$ cat src/rtl/serial_receiver.sv
// UART 8N1 byte receiver feeding an 8-byte frame decoder that publishes a
// 17-bit payload and a 24-bit timestamp once a whole frame has been validated.
module serial_receiver #(
  parameter int CLKS_PER_BIT = 104,
  parameter int IDLE_BITS    = 20
) (
  input  logic        clk_12MHz,
  input  logic        rstn,
  input  logic        rx,
  output logic [16:0] decoded_data,
  output logic [23:0] timestamp,
  output logic        frame_valid,
  output logic        frame_error
);

  localparam int TMR_W      = $clog2(CLKS_PER_BIT);
  localparam int IDLE_LIMIT = CLKS_PER_BIT * IDLE_BITS;
  localparam int IDL_W      = $clog2(IDLE_LIMIT + 1);
  localparam logic [TMR_W-1:0] HALF_M1 = TMR_W'(CLKS_PER_BIT / 2 - 1);
  localparam logic [TMR_W-1:0] BIT_M1  = TMR_W'(CLKS_PER_BIT - 1);
  localparam logic [IDL_W-1:0] IDLE_MAX = IDL_W'(IDLE_LIMIT);

  typedef enum logic [1:0] {IDLE, START, DATA, STOP} state_t;

  logic             rx_meta_q, rx_sync_q, rx_s;
  state_t           state_q, state_d;
  logic [TMR_W-1:0] tmr_q, tmr_d;
  logic [2:0]       bit_cnt_q, bit_cnt_d;
  logic [7:0]       shreg_q, shreg_d;
  logic             byte_done, stop_err;
  logic [IDL_W-1:0] idle_cnt_q, idle_cnt_d;
  logic             idle_sat;
  logic [2:0]       idx_q, idx_d;
  logic [16:0]      pay_sh_q, pay_sh_d, data_q, data_d;
  logic [23:0]      ts_sh_q, ts_sh_d, ts_q, ts_d;
  logic             valid_q, valid_d, err_q, err_d;

  always_ff @(posedge clk_12MHz) begin
    if (!rstn) begin
      rx_meta_q <= 1'b1;
      rx_sync_q <= 1'b1;
    end else begin
      rx_meta_q <= rx;
      rx_sync_q <= rx_meta_q;
    end
  end
  assign rx_s = rx_sync_q;

  always_ff @(posedge clk_12MHz) begin
    if (!rstn) begin
      state_q    <= IDLE;
      tmr_q      <= '0;
      bit_cnt_q  <= '0;
      shreg_q    <= '0;
      idle_cnt_q <= '0;
      idx_q      <= '0;
      pay_sh_q   <= '0;
      ts_sh_q    <= '0;
      data_q     <= '0;
      ts_q       <= '0;
      valid_q    <= 1'b0;
      err_q      <= 1'b0;
    end else begin
      state_q    <= state_d;
      tmr_q      <= tmr_d;
      bit_cnt_q  <= bit_cnt_d;
      shreg_q    <= shreg_d;
      idle_cnt_q <= idle_cnt_d;
      idx_q      <= idx_d;
      pay_sh_q   <= pay_sh_d;
      ts_sh_q    <= ts_sh_d;
      data_q     <= data_d;
      ts_q       <= ts_d;
      valid_q    <= valid_d;
      err_q      <= err_d;
    end
  end

  // Byte receiver: start bit is re-checked at mid-bit, later bits sampled a full bit apart.
  always_comb begin
    state_d   = state_q;
    tmr_d     = tmr_q;
    bit_cnt_d = bit_cnt_q;
    shreg_d   = shreg_q;
    byte_done = 1'b0;
    stop_err  = 1'b0;
    unique case (state_q)
      IDLE: begin
        if (!rx_s) begin
          state_d = START;
          tmr_d   = '0;
        end
      end
      START: begin
        if (tmr_q == HALF_M1) begin
          tmr_d     = '0;
          bit_cnt_d = '0;
          state_d   = rx_s ? IDLE : DATA;
        end else begin
          tmr_d = tmr_q + 1'b1;
        end
      end
      DATA: begin
        if (tmr_q == BIT_M1) begin
          tmr_d     = '0;
          shreg_d   = {rx_s, shreg_q[7:1]};
          bit_cnt_d = bit_cnt_q + 1'b1;
          if (bit_cnt_q == 3'd7) state_d = STOP;
        end else begin
          tmr_d = tmr_q + 1'b1;
        end
      end
      STOP: begin
        if (tmr_q == BIT_M1) begin
          tmr_d   = '0;
          state_d = IDLE;
          if (rx_s) byte_done = 1'b1;
          else      stop_err  = 1'b1;
        end else begin
          tmr_d = tmr_q + 1'b1;
        end
      end
      default: state_d = IDLE;
    endcase
  end

  always_comb begin
    idle_cnt_d = '0;
    if (state_q == IDLE && rx_s)
      idle_cnt_d = (idle_cnt_q == IDLE_MAX) ? idle_cnt_q : idle_cnt_q + 1'b1;
  end
  assign idle_sat = (idle_cnt_q == IDLE_MAX);

  // Frame decoder: bytes 0 and 3 are vetted as they arrive, byte 7 commits the frame.
  always_comb begin
    idx_d    = idx_q;
    pay_sh_d = pay_sh_q;
    ts_sh_d  = ts_sh_q;
    data_d   = data_q;
    ts_d     = ts_q;
    valid_d  = 1'b0;
    err_d    = 1'b0;
    if (stop_err) begin
      err_d = 1'b1;
      idx_d = '0;
    end else if (byte_done) begin
      idx_d = idx_q + 1'b1;
      unique case (idx_q)
        3'd0: begin
          if (shreg_q[7:1] != 7'd0) begin
            err_d = 1'b1;
            idx_d = '0;
          end else begin
            pay_sh_d[16] = shreg_q[0];
          end
        end
        3'd1: pay_sh_d[15:8] = shreg_q;
        3'd2: pay_sh_d[7:0]  = shreg_q;
        3'd3: begin
          if (shreg_q != 8'd0) begin
            err_d = 1'b1;
            idx_d = '0;
          end
        end
        3'd4: ts_sh_d[23:16] = shreg_q;
        3'd5: ts_sh_d[15:8]  = shreg_q;
        3'd6: ts_sh_d[7:0]   = shreg_q;
        3'd7: begin
          if (shreg_q == 8'd0) begin
            valid_d = 1'b1;
            data_d  = pay_sh_q;
            ts_d    = ts_sh_q;
          end else begin
            err_d = 1'b1;
          end
        end
        default: idx_d = '0;
      endcase
    end else if (idle_sat) begin
      idx_d = '0;
    end
  end

  assign decoded_data = data_q;
  assign timestamp    = ts_q;
  assign frame_valid  = valid_q;
  assign frame_error  = err_q;

endmodule

$ cat config.mk
export PLATFORM = sky130hd
export DESIGN_NAME = serial_receiver
export DESIGN_NICKNAME = d
export VERILOG_FILES = /design/src/rtl/serial_receiver.sv
export SDC_FILE = /design/constraint.sdc
export NUM_CORES = 1
export LEC_CHECK = 0
export ABC_CLOCK_PERIOD_IN_PS = 4770
export CAP_MARGIN = 15
export CORE_UTILIZATION = 35
export DETAILED_ROUTE_END_ITERATION = 8
export PLACE_DENSITY = 0.5
export SLEW_MARGIN = 0
export SYNTH_ARGS = -nofsm -noshare
export SYNTH_HDL_FRONTEND = slang
export SYNTH_SLANG_ARGS = --single-unit
$ cat constraint.sdc
create_clock -name clk_12MHz -period 4.77 [get_ports clk_12MHz]
set_input_delay 0.954 -clock clk_12MHz [delete_from_list [all_inputs] [get_ports clk_12MHz]]
set_output_delay 0.954 -clock clk_12MHz [all_outputs]
set_load 0.005 [all_outputs]
Word level (Yosys, flattened, before mapping)
Cells that the tools add are included.
{ "op_classes": {"n_addsub": 4, "n_eq_ne": 19, "mux": 32, "bitwise": 5, "n_reduce_logical": 22} }
{ "ops": {"columns": ["operator", "n"], "rows": [
  ["$mux 7", 3],
  ["$pmux 7 s3", 1],
  ["$mux 3", 6],
  ["$reduce_and 3->1", 6],
  ["$eq 3x3->1 const B", 5],
  ["$add 12x1->12 const B", 1],
  ["$eq 12x12->1 const B", 1],
  ["$mux 1", 12],
  ["$mux 2", 6],
  ["$pmux 3 s2", 2],
  ["$ne 2x2->1 const B", 5],
  ["$logic_not 8->1", 1],
  ["$pmux 2 s4", 1],
  ["$reduce_and 4->1", 2],
  ["$reduce_bool 8->1", 1],
  ["$add 7x1->7 const B", 1],
  ["$eq 7x6->1 const B", 1],
  ["$eq 7x7->1 const B", 1],
  ["$reduce_bool 7->1", 1],
  ["$add 3x1->3 const B", 2],
  ["$eq 3x2->1 const B", 2],
  ["$not 1->1", 5],
  ["$reduce_and 5->1", 1],
  ["$eq 2x2->1 const B", 2],
  ["10 further kinds", 13]
]} }
{ "totals": {"regBits": 121, "input_bits": 3, "out_inout_bits": 43, "wordCells": 100} }

Depth between registers and ports, before layout
{ "depth": {"word_depth": 5, "mapped_depth": 8, "ltp_nobuf": 6} }

Worst setup path before layout
OpenSTA, ideal clock, no wires.
{ "synth_timing": {"path_type": "input -> register", "start": "input port rstn", "end": "register idle_cnt_q[11]", "setup_ns": 0.070, "arrival_ns": 1.968, "t_required_ns": 4.700, "path_slack_ns": 2.731, "stages": 5, "path_buffers": 2, "path_cell_list": "clkbuf_1 > inv_2 > or4_1 > clkbuf_1 > a21oi_1"} }
{ "synth_via": {"elab_chain_cells": 1} }
{ "synth_rtl": {"columns": ["element", "line", "rtl"], "rows": [
  ["start, declared", "8", "input logic rstn,"],
  ["$reduce_and 2->1 (no line)", null, null],
  ["end signal, assigned", "68", "idle_cnt_q <= idle_cnt_d;"],
  ["end, declared", "31", "logic [IDL_W-1:0] idle_cnt_q, idle_cnt_d;"]
]} }
No other way between the ends.
A chain may end at the register's enable or synchronous reset.

==> impl_results.md <==
* H-tree depth at 4
* Placed Instance Area at 5590 um^2
* Kind of critical path: reg -> reg
* RSZ-0062 raised after global routing: no
* Die Wd at 123 um
* Max Cap Viol at 0
* Xor/xnor cell area share of the yosys netlist at 0.0155
* Hold WC Path Type: reg -> reg
* I/O Pins at 46
* Critical Path AT at between 2000 and 3000 ps
* Power density over the cells at around 370 nW/um^2
* Rows at 43
* Share of the synthesized area in the top cell type at 0.476
* Register area share after synthesis at 0.476
* I/O Buffers at 45
* Setup crit start kind: flop
* Post-synth net total at 587
* Synth Area in Compound Gates at 0.136
* Ant diodes at 0
* Sinks on Clock Net at 121
* Fin. Hold Viols at 0
* Post-route DRC at 0
* Initial cell density of the core at 0.362
* CTS clock-pin slew for the worst setup and hold paths at approximately 50 ps
* Overall routing resource usage at 0.167
* TritonCTS Buffers at 17
* Inst Count DP at 760
* DIE AREA at 15000 um^2
* Pwr Total at 0.00231 W
* First-pass GRT wire length at 19400 um
* CP max FO at 47
* Final Critical Period at approximately 2700 ps
* Leak Pwr at 2.40 nW
* Post-Syn Area at slightly above 5000 um^2
* CP Cell Sequence: and4_1, and3_2, nand3_2, mux2i_1
* Grt total ovfl at 0
* GP Congestion at 0.784
* DRT Wirelength at ~12000 um
* Layout area overhead at 21.2%
* Final period util at 0.557
* Post-synth EDFFs at 0
* Synth Register Bits at 121
* Hold-fix buffers, CTS at 0
* Detailed-route wire length per cell at 14.7 um
* CTS resizes at 0
* Vias in the first global route at 3926
* Post-Synth Adder-Cell Area at 0.0271
* Layout Utilization at 0.439
* Status: completed
* Initial antenna violation count at 0
* Core region area at 14000 um^2
* Crit path max-delay cell type: and3_2
* Setup TNS at 0 ps
* CTS Buffer Depth at 2
* Via-per-instance ratio at 5.14
* CTS tree: done
* Synth area leader: dfxtp_1
* Drt initial violations at between 200 and 250
* Die Ht at 123 um
* Post-synthesis mux area share at 0.0829
* Synthesis Warnings at 0
* Clk_lat worst skew at approximately 420 ps
* Worst Tran Pin Value at 921 ps
* Largest net degree at the start of global routing at 80
* Netlist cell types at 58
* Finish-stage setup viols at 0
* Setup Buffers After CTS at 0
* CTS root buffer: clkbuf_16
* Syn_area_per_cell at 8.87 um^2
* Share of cells above drive strength 1 at 0.0753
* Ys flop type: dfxtp_1
* Critical Path RT at 5070 ps
* Via Count at a little over 4000
* Hpwl dp at 7370 um
* Clock Skew at 9.12 ps
* Final instance area at 6160 um^2
* Slew Limit Fails at 0
* Maximum vdd drop at 0.245 mV
* Gate Count Post-Synth at 573
* First-pass DRT Iterations at 4
* Crit end category: flop
* Worst slew margin at 0.386
* Largest family of logic cells by synthesized area: simple AND/OR/NAND/NOR gates
* NumNets Final at between 600 and 700
* Synth area leaders: dfxtp_1 48%, mux2i_1 8.1%, a21oi_1 6.1%
* Routed Antenna Nets at 0
* Asr flop ratio synth at 0
* Synth Area in Simple Gates at 0.217
* Final cell count without fillers at 791
* Highest clock rate at 377 MHz
* CP peak stage delay at around 850 ps
==> per-stage QoR <==
stage | hold slack, ps | setup WS (ps)
after floorplan | 386 | 2730
after global routing | 442 | 1910
after global placement | 401 | 2070
after CTS | 414 | 2080
after detailed placement | 392 | 1990
final | 409 | 2110
==> final timing paths <==
| check | slack, ps | cells past startpoint | startpoint | end |
|---|---|---|---|---|
| min reg2reg | 410 | 1 | rx_meta_q | rx_s |
| max | 2110 | 4 | flop | pay_sh_q[3] |
| max reg2reg | 2110 | 4 | flop | pay_sh_q[3] |
| min | 410 | 1 | rx_meta_q | rx_s |
==> state kept, by name, indices dropped and copies added (netlist names), named ones only <==
name,count
frame_error,1
idle_cnt_q,12
ts_sh_q,24
pay_sh_q,17
tmr_q,7
timestamp,24
frame_valid,1
state_q,1
bit_cnt_q,3
shreg_q,8
rx_meta_q,1
rx_s,1
idx_q,3
decoded_data,17
==> power breakdown <==
group / internal, W / switching (W) / total (W)
logic: 0.0000109 / 0.0000263 / 0.0000372
registers: 0.00102 / 0.00000597 / 0.00102
clock network: 0.000804 / 0.000445 / 0.00125
total: 0.00183 / 0.000477 / 0.00231
==> area by class of cell <==
| type | count | area [um^2] |
|---|---|---|
| fillers | 1365 | 7880 |
| multi-input cells | 402 | 2430 |
| flip-flops and latches | 121 | 2420 |
| clock buffers | 24 | 482 |
| repair buffers | 49 | 480 |
| well taps | 180 | 225 |
| clock inverters | 7 | 92.6 |
| inverters | 8 | 30.0 |
==> per-layer routing <==
metal / GRT usage / up-vias / routed length, um
li1: - / 2069 / -
met1: 0.208 / 1910 / 5680
met2: 0.270 / 65 / 5360
met3: 0.0409 / 19 / 379
met4: 0.0785 / 0 / 213
met5: 0 / - / 0
==> worst max-delay path, delay by kind of cell (launching register included) <==
family / cells / cell delay, ps
flip-flops: 1 / 610
multiplexers: 1 / 210
AND/OR/NAND/NOR: 3 / 1710
==> cells in the mapped netlist, types with 3 or more instances <==
| library cell | number |
|---|---|
| nand2_1 | 64 |
| nand4_1 | 4 |
| o21ai_0 | 39 |
| clkbuf_1 | 24 |
| mux2i_1 | 41 |
| inv_1 | 7 |
| a21oi_1 | 62 |
| o221ai_1 | 4 |
| or3_1 | 3 |
| nand3_1 | 57 |
| nor2_1 | 38 |
| nor2b_1 | 5 |
| ha_1 | 11 |
| nand2b_1 | 6 |
| buf_4 | 4 |
| dfxtp_1 | 121 |
| and2_1 | 4 |
| o21ai_1 | 8 |
| nand4_2 | 3 |
| xor2_1 | 5 |
| buf_2 | 10 |
| nor3_1 | 6 |
| xnor2_1 | 4 |
==> layout by cell type, fill, tap and decap left out, types with 11 or more instances in the layout <==
| master | instances |
|---|---|
| dfxtp_1 | 121 |
| ha_1 | 11 |
| clkdlybuf4s50_1 | 45 |
| nand2_1 | 64 |
| o21ai_0 | 39 |
| nor2_1 | 38 |
| nand3_1 | 57 |
| clkbuf_16 | 17 |
| a21oi_1 | 62 |
| mux2i_1 | 41 |
==> cells by family (layout without fill, tap and decap cells) <==
family	count (synthesis)	count (layout)
adders and majority gates	11	11
AOI/OAI and AO/OA	127	127
and+or+nand+nor	213	213
xor gates and xnor gates	9	9
DFF	121	121
buffers and inverters	50	88
muxes	42	42
Note: power is estimated with default switching activity, not from simulation.
